--- src/rtl/uart_rx_pkg.sv ---
// uart_rx_pkg: FSM state encodings, baud divider helper and frame constants shared by the UART blocks
package uart_rx_pkg;
  localparam int UART_DATA_BITS = 8;
  typedef enum logic [2:0] {
    IDLE   = 3'd0,
    START  = 3'd1,
    DATA   = 3'd2,
    PARITY = 3'd3,
    STOP   = 3'd4,
    BREAK  = 3'd5
  } state_e;
  // Rounded clock-per-sample-tick divider, clamped to at least 1
  function automatic int calc_div(input int clk_hz, input int baud, input int os);
    int d;
    d = (clk_hz + baud * os / 2) / (baud * os);
    return (d < 1) ? 1 : d;
  endfunction
endpackage

--- src/rtl/uart_baud_gen.sv ---
// uart_baud_gen: free-running sample-tick divider, restartable so ticks realign to a start edge
module uart_baud_gen #(
  parameter int DIV = 1
) (
  input  logic clk,
  input  logic rst,
  input  logic restart,
  output logic tick
);
  localparam int W = (DIV > 1) ? $clog2(DIV) : 1;
  logic [W-1:0] cnt_q, cnt_d;
  assign tick = (cnt_q == W'(DIV - 1));
  // Count 0..DIV-1, wrapping on the tick or jumping back to 0 on restart
  always_comb cnt_d = (restart || tick) ? '0 : cnt_q + W'(1);
  // Counter register
  always_ff @(posedge clk) begin
    if (rst) cnt_q <= '0;
    else     cnt_q <= cnt_d;
  end
endmodule

--- src/rtl/uart_rx.sv ---
// uart_rx: 16x-oversampled byte receiver with framing check; define UART_RX_PARITY_EN for 8E1 with parity_err
module uart_rx
  import uart_rx_pkg::*;
#(
  parameter int CLK_HZ     = 50000000,
  parameter int BAUD       = 115200,
  parameter int OVERSAMPLE = 16
) (
  input  logic       clk,
  input  logic       rst,
  input  logic       rxd,
  output logic [7:0] data_out,
  output logic       data_valid,
  output logic       frame_err,
`ifdef UART_RX_PARITY_EN
  output logic       parity_err,
`endif
  output logic       busy
);
  localparam int DIV = calc_div(CLK_HZ, BAUD, OVERSAMPLE);
  localparam int SW = $clog2(OVERSAMPLE);
  localparam logic [SW-1:0] MID  = SW'(OVERSAMPLE / 2 - 1);
  localparam logic [SW-1:0] LAST = SW'(OVERSAMPLE - 1);
  state_e state_q, state_d;
  logic [1:0] sync_q;
  logic [SW-1:0] scnt_q, scnt_d;
  logic [2:0] bit_q, bit_d;
  logic [UART_DATA_BITS-1:0] shreg_q, shreg_d, data_q, data_d;
  logic dv_q, dv_d, fe_q, fe_d;
  logic rxd_s, tick, restart, samp;
`ifdef UART_RX_PARITY_EN
  logic perr_q, perr_d, pe_q, pe_d;
  assign parity_err = pe_q;
`endif
  assign rxd_s      = sync_q[1];
  assign data_out   = data_q;
  assign data_valid = dv_q;
  assign frame_err  = fe_q;
  assign busy       = (state_q != IDLE);
  uart_baud_gen #(.DIV(DIV)) u_baud (
    .clk    (clk),
    .rst    (rst),
    .restart(restart),
    .tick   (tick)
  );
  // Next-state and datapath: sample counter starts at 0 on the start edge, so every mid-bit lands on MID
  always_comb begin
    state_d = state_q;
    scnt_d  = tick ? ((scnt_q == LAST) ? '0 : scnt_q + SW'(1)) : scnt_q;
    bit_d   = bit_q;
    shreg_d = shreg_q;
    data_d  = data_q;
    dv_d    = 1'b0;
    fe_d    = 1'b0;
    restart = 1'b0;
    samp    = tick && (scnt_q == MID);
`ifdef UART_RX_PARITY_EN
    perr_d  = perr_q;
    pe_d    = 1'b0;
`endif
    case (state_q)
      IDLE: begin
        if (!rxd_s) begin
          state_d = START;
          restart = 1'b1;
          scnt_d  = '0;
          bit_d   = '0;
        end
      end
      START: if (samp) state_d = rxd_s ? IDLE : DATA;
      DATA: begin
        if (samp) begin
          shreg_d = {rxd_s, shreg_q[UART_DATA_BITS-1:1]};
          bit_d   = bit_q + 3'd1;
`ifdef UART_RX_PARITY_EN
          if (bit_q == 3'd7) state_d = PARITY;
`else
          if (bit_q == 3'd7) state_d = STOP;
`endif
        end
      end
`ifdef UART_RX_PARITY_EN
      PARITY: begin
        if (samp) begin
          perr_d  = ^{shreg_q, rxd_s};
          state_d = STOP;
        end
      end
`endif
      STOP: begin
        if (samp) begin
          state_d = rxd_s ? IDLE : BREAK;
          data_d  = rxd_s ? shreg_q : data_q;
          dv_d    = rxd_s;
          fe_d    = !rxd_s;
`ifdef UART_RX_PARITY_EN
          pe_d    = rxd_s && perr_q;
`endif
        end
      end
      BREAK: if (rxd_s) state_d = IDLE;
      default: state_d = IDLE;
    endcase
  end
  // State, synchronizer and output registers
  always_ff @(posedge clk) begin
    if (rst) begin
      state_q <= IDLE;
      sync_q  <= 2'b11;
      scnt_q  <= '0;
      bit_q   <= '0;
      shreg_q <= '0;
      data_q  <= '0;
      dv_q    <= 1'b0;
      fe_q    <= 1'b0;
`ifdef UART_RX_PARITY_EN
      perr_q  <= 1'b0;
      pe_q    <= 1'b0;
`endif
    end else begin
      state_q <= state_d;
      sync_q  <= {sync_q[0], rxd};
      scnt_q  <= scnt_d;
      bit_q   <= bit_d;
      shreg_q <= shreg_d;
      data_q  <= data_d;
      dv_q    <= dv_d;
      fe_q    <= fe_d;
`ifdef UART_RX_PARITY_EN
      perr_q  <= perr_d;
      pe_q    <= pe_d;
`endif
    end
  end
endmodule

--- config.mk ---
export PLATFORM = sky130hd
export DESIGN_NAME = uart_rx
export DESIGN_NICKNAME = d
export VERILOG_FILES = /design/src/rtl/uart_rx_pkg.sv /design/src/rtl/uart_baud_gen.sv /design/src/rtl/uart_rx.sv
export SDC_FILE = /design/constraint.sdc
export NUM_CORES = 1
export LEC_CHECK = 0
export ABC_AREA = 1
export ABC_CLOCK_PERIOD_IN_PS = 3500
export CAP_MARGIN = 20
export CORE_ASPECT_RATIO = 0.7
export CORE_UTILIZATION = 49
export DETAILED_ROUTE_END_ITERATION = 6
export PLACE_DENSITY = 0.72
export RECOVER_POWER = 25
export SYNTH_ARGS = -nofsm -noshare
export SYNTH_HDL_FRONTEND = slang
export SYNTH_HIERARCHICAL = 1
export SYNTH_SLANG_ARGS = --single-unit
--- constraint.sdc ---
create_clock -name clk -period 3.5 [get_ports clk]
set_input_delay 0.7 -clock clk [delete_from_list [all_inputs] [get_ports clk]]
set_output_delay 0.7 -clock clk [all_outputs]
set_load 0.05 [all_outputs]
==> flow_summary.ini <==
[yosys]
syn_inst = 209
ys_seq_elements = 35
synth_common_cells = nor2_1 (52), dfxtp_1 (35), nand2_1 (25)
ys.flop_type = dfxtp_1
synth_largest_area_cell = dfxtp_1
synth.most_common_cell = nor2_1
syn_avg_cell_area_um2 = 7.43
seq_area_frac_synth = 0.451
synth_nets = 217
synth_top_area_frac = 0.451
synth.distinct_cells = 28
yosys_warnings = 6
synth_area_leaders = dfxtp_1 (45%), nor2_1 (13%), o21ai_0 (6.1%)
ys_async_sr_fraction = 0
synth_area_mm2 = 0.00155
synth_edf_count = 0

[setup_path]
max_stage_delay_ns = 0.79
worst-path-buf-inv = 2
reg2reg_to = data_out[1]
r2r-start = u_baud/cnt_q[0]
critical_path.top_delay_family = buffers and inverters
crit_type = reg2out
endpoint_kind = primary output
required_ns = 2.80
slowest_stage = clkdlybuf4s50_1
worstPathCellList = nor2_1 -> inv_1 -> clkdlybuf4s50_1
r2r_setup_slack_ns = 1.37
reg2regPathDepth = 11
cp_max_fo = 11
cp.arrival_ns = 1.82
cp-start-kind = register

[routing]
dr_total_vias = 1328
routed_via_density = 5.05
avgRoutedWirePerCell_um = 11.9
dr.pass1.iters = 4
antenna_left = 0
routed_wl_um = 3130
drc = 0
detail_route.iter0.violations = 83

[layout]
syn2layout_area_growth_pct = 14.9
fin_util = 0.615
final_layout_size_suffix_gt1_frac = 0.123
nNetsFinal = 234
fillers = 273
n_antenna_cell = 0

[pwr]
ir_worst_vdd_mv = 0.295
finalPower_uw = 980
switching_share = 0.319
leakagePower_nw = 0.798
pwr-share-seq = 0.457
p_int_uw = 667
power_frac_clock = 0.327
p_switching_uw = 312
combPwrFrac = 0.216
p_per_area_mw_per_mm2 = 549

[outcome]
outcome = finished, final reports clean

[clock_tree]
cts_buffers = 5
post_cts_buffers = 0
clock_insertion_delay_worst_skew_ns = 0.29
htree_num_levels = 2
postCtsHoldBufs = 0
cts_root_buf = clkbuf_8
tritoncts = yes
cts_sinks = 35
cts_resized = 0
path_clk_slew_ns = 0.07
clock_path_buffers = 2

[timing]
hold_slack_ns = 0.400
hold_viol_final = 0
setup_viol = 0
drv_slew = 0
setup_tns_ns = 0
max_slew_margin = 0.660
worstMarginPinSlew_ns = 0.509
skew_ns = 0.0106
min_period_ns = 2.52
fmax_ghz = 0.397
rsz0062_at_grt = false
finalCritPeriodShare = 0.719

[grt]
track_usage = 0.199
grt_overflow = 0
antenna_found_initial = 0
first_global_vias = 1219
grt_start_max_net_pins = 22
grt_pass1_wl_um = 5190

[floorplanning]
ios = 14
rows = 16
fp.dieH_um = 49.1
die_x_um = 69.3
core_mm2 = 0.00290
die_area_mm2 = 0.00340
start_util = 0.535

[worst_hold_path]
hold_class = reg2reg
min_path_cells = 1
holdPathEnd = sync_q[1]
hp-start = sync_q[0]

[place]
io_buffers = 13
dp_hpwl_um = 2250
globalplace.congestion = 0.867

[run]
cap_viol_max_count = 0
==> cell families after synthesis <==
kind of cell	after synthesis	share of synthesized area
xor+xnor	1	0.00564
fa+ha+maj	5	0.0403
buf+inv	31	0.0814
flops	35	0.451
simple gates	110	0.330
compound gates	27	0.0911
==> stage by stage <==
step	instance area, um2	std cells	worst slack [ns]
after CTS	1810	263	0.974
after detailed placement	1710	255	1.26
after global placement	1710	255	1.33
final	1780	263	0.982
after floorplan	1550	209	1.92
after global routing	1780	263	0.906
==> layer usage <==
metal	wire length, um	vias up	GRT usage
met5	0	-	0
met4	43	0	0.0918
met3	126	4	0.0496
met2	1440	21	0.340
met1	1520	610	0.238
li1	-	693	-
==> state kept, by name, indices dropped and copies added (netlist names) <==
name and cells:
data_out 8, sync_q 2, bit_q 3, state_q 3, frame_err 1, shreg_q 8, u_baud/cnt_q 5, scnt_q 4
data_valid 1
==> cell usage in the layout (no fill, tap or decap) <==
master and count:
nor2_1 53, dfxtp_1 35, nand2_1 27, inv_1 21
o21ai_0 20, clkdlybuf4s50_1 12, nand3_1 7, clkbuf_8 7
nor2_2 6, inv_2 5, nand4_1 5, a21oi_1 5
ha_1 5, nand2_2 4, nor2_4 2, or2_2 2
clkinv_2 1, clkinv_1 1, nand3_2 1, a211oi_1 1
nor3b_1 1, nor3_1 1, o21ai_1 1, nor4_1 1
clkbuf_1 1, dlygate4sd3_1 1, xnor2_1 1
==> area by class of cell <==
cell class                      instances  area [um2]  share of cell area
Multi-Input combinational cell        143         702               0.393
Sequential cell                        35         701               0.393
Timing Repair Buffer                   13         130              0.0729
Inverter                               28         106              0.0596
Clock buffer                            8         100              0.0561
Tap cell                               36        45.0              0.0252
==> worst register-to-register path, delay by kind of cell (launching register included) <==
family	cells	cell delay (ns)
adders and majority gates	1	0.15
and+or+nand+nor	6	1.00
DFF	1	0.34
AOI/OAI and AO/OA	1	0.31
buffers and inverters	3	0.22
==> worst max path at each step <==
stage,from,to,slack (ns),cells after the start
2_1_floorplan,state_q[2],busy,1.92,4
3_3_place_gp,state_q[1],busy,1.33,3
3_5_place_dp,rst,scnt_q[1],1.26,4
4_1_cts,state_q[1],busy,0.97,3
5_1_grt,state_q[1],busy,0.91,3
6_report,state_q[1],busy,0.98,3
==> power by group through the flow <==
| stage | combinational [mW] | clock (mW) | sequential, mW |
|---|---|---|---|
| after floorplan | 0.185 | 0 | 0.445 |
| after global placement | 0.209 | 0 | 0.453 |
| after detailed placement | 0.220 | 0 | 0.456 |
| after CTS | 0.220 | 0.328 | 0.447 |
| after global routing | 0.239 | 0.346 | 0.450 |
| final | 0.212 | 0.321 | 0.447 |
Note: power is estimated with default switching activity, not from simulation.
==> edit, RTL diff (config.mk and constraints unchanged) <==
Set the parameter `BAUD` to 230400 (it was 115200).
--- a/src/rtl/uart_rx.sv
+++ b/src/rtl/uart_rx.sv
@@ -4,5 +4,5 @@
 #(
   parameter int CLK_HZ     = 50000000,
-  parameter int BAUD       = 115200,
+  parameter int BAUD       = 230400,
   parameter int OVERSAMPLE = 16
 ) (
Formal check against the unedited RTL: same outputs for any inputs over 10 cycles, from zero or initial values and one cycle with rst high; that may be too few to reach the edited logic, so the function may still have changed.
==> edit against the original RTL <==
Via count shrank 7.9%; synthesized area fell by 4.8%; utilization fell by 1.6 points; sequential cell count decreased by 1; final area is 5.3% lower; total power shrank 6.5%; worst setup slack worse by 30 ps; clock power fell by 15%; routed wire length decreased by 14%; maximum frequency down 1.2%; sequential share of layout area rose by 1.0 points; critical path depth unchanged; largest power group unchanged.
==> edit: results (changes against the original RTL) <==
| Metric | Value |
|---|---|
| GR Util met1 | `26.1% (+2.3 points)` |
| Final wirelength | `2.69 mm (-14%)` |
| Max-cap violations | `0 (unchanged)` |
| VDD IR-drop max | `0.000345 V (+17%)` |
| Worst Hold Class | `reg -> reg` |
| DR pass1 iterations | `4 (unchanged)` |
| Post-Syn Nets | `205 (-5.5%)` |
| Pre-CTS WS | `1250 ps (-5.31 ps)` |
| Synth top area cells | `dfxtp_1 46%, nor2_1 13%, o21ai_0 6.4%` |
| GRT Total Usage | `20.0% (+0.091 points)` |
| WL met2 | `1.17 mm (-19%)` |
| Via Count | `1223 (-7.9%)` |
| Measured slew at the worst slew-check pin | `519 ps (+9.92 ps)` |
| Share of layout cells above drive strength 1 | `10.3% (-2.0 points)` |
| Hpwl dp | `2.01 mm (-11%)` |
| Root Buffer | `clkbuf_8` |
| Post-Route M1 WL | `1.35 mm (-11%)` |
| Met3 wire len | `130 microns (+3.2%)` |
| Global placement routability congestion | `0.842 (-2.9%)` |
| Largest net degree at the start of global routing | `22 (unchanged)` |
| Number of global-route vias before repair | `1053 (-14%)` |
| M3 GR Usage | `6.43% (+1.5 points)` |
| Skew final | `4.68 ps (-5.93 ps)` |
| Fin nets | `222 (-5.1%)` |
| Grt met2 use | `30.3% (-3.7 points)` |
| First-pass GRT wire length | `4.56 mm (-12%)` |
| Drt first-iter violations | `52 (-37%)` |
| Seq/Total Area, Yosys | `46.0% (+0.90 points)` |
| Synthesis Warnings | `6 (unchanged)` |
| Status | `completed` |
| Slowest stage delay, CP | `820 ps (+30 ps)` |
| Clock-pin slew on the worst setup and hold paths | `approximately 60 ps` |
| Synth cell count leaders | `51 x nor2_1, 34 x dfxtp_1, 22 x nand2_1` |
| Leakage | `0.761 nW (-4.6%)` |
| CP Max Fanout | `11 (unchanged)` |
| WP data arrival | `1850 ps (+30 ps)` |
| Synth cell types | `27 (-3.6%)` |
| H-tree level count | `2 (unchanged)` |
-- edit: changes by cell type in the layout (fill, tap and decap cells not counted), sizes merged --
cell	delta
dfxtp	-1
o21ai	-1
nand4	-1
nand2	-4
inv	-3
nor2	-2
clkbuf	-2
-- edit: path summary, 6_finish.rpt --
path                                            startpoint                  endpoint  slack, ps  depth (start not counted)
worst max register to register  u_baud/cnt_q[1]$_SDFF_PP0_  data_out[4]$_SDFFE_PP0P_       1570                         12
worst max-delay path               state_q[1]$_SDFFE_PP0P_                      busy        950                          3
worst min register to register        sync_q[0]$_SDFF_PP1_      sync_q[1]$_SDFF_PP1_        410                          1
worst min-delay path                  sync_q[0]$_SDFF_PP1_      sync_q[1]$_SDFF_PP1_        410                          1
-- edit: layout make-up --
type / count / area [sq um]
clock buffer: 6 / 82.6
fill: 257 / 1130
inverter: 25 / 95.1
multi-input combinational: 135 / 656
sequential: 34 / 681
tap: 36 / 45.0
timing repair buffer: 13 / 130
-- edit: logic make-up (layout without fill, tap and decap cells) --
| logic type | Yosys count | after routing | synth area share (%) |
|---|---|---|---|
| compound gates | 26 | 26 | 8.97 |
| xor+xnor | 1 | 1 | 0.592 |
| fa+ha+maj | 5 | 5 | 4.23 |
| buf+inv | 28 | 44 | 7.78 |
| flops | 34 | 34 | 46.0 |
| simple gates | 103 | 103 | 32.4 |
-- edit: per-stage QoR --
step	utilization [%]	power [mW]	hold WS (ps)	cells	cell area, sq um
after detailed placement	57.9	0.658	401	243	1630
after global routing	59.8	0.966	435	249	1690
after CTS	60.8	0.933	416	249	1720
after global placement	57.9	0.647	398	243	1630
after floorplan	-	0.615	389	197	1480
final	59.8	0.916	410	249	1690
-- edit: report_power, final --
group          internal (mW)  switching (mW)
clock network          0.151           0.123
logic                 0.0664           0.140
registers              0.407          0.0281
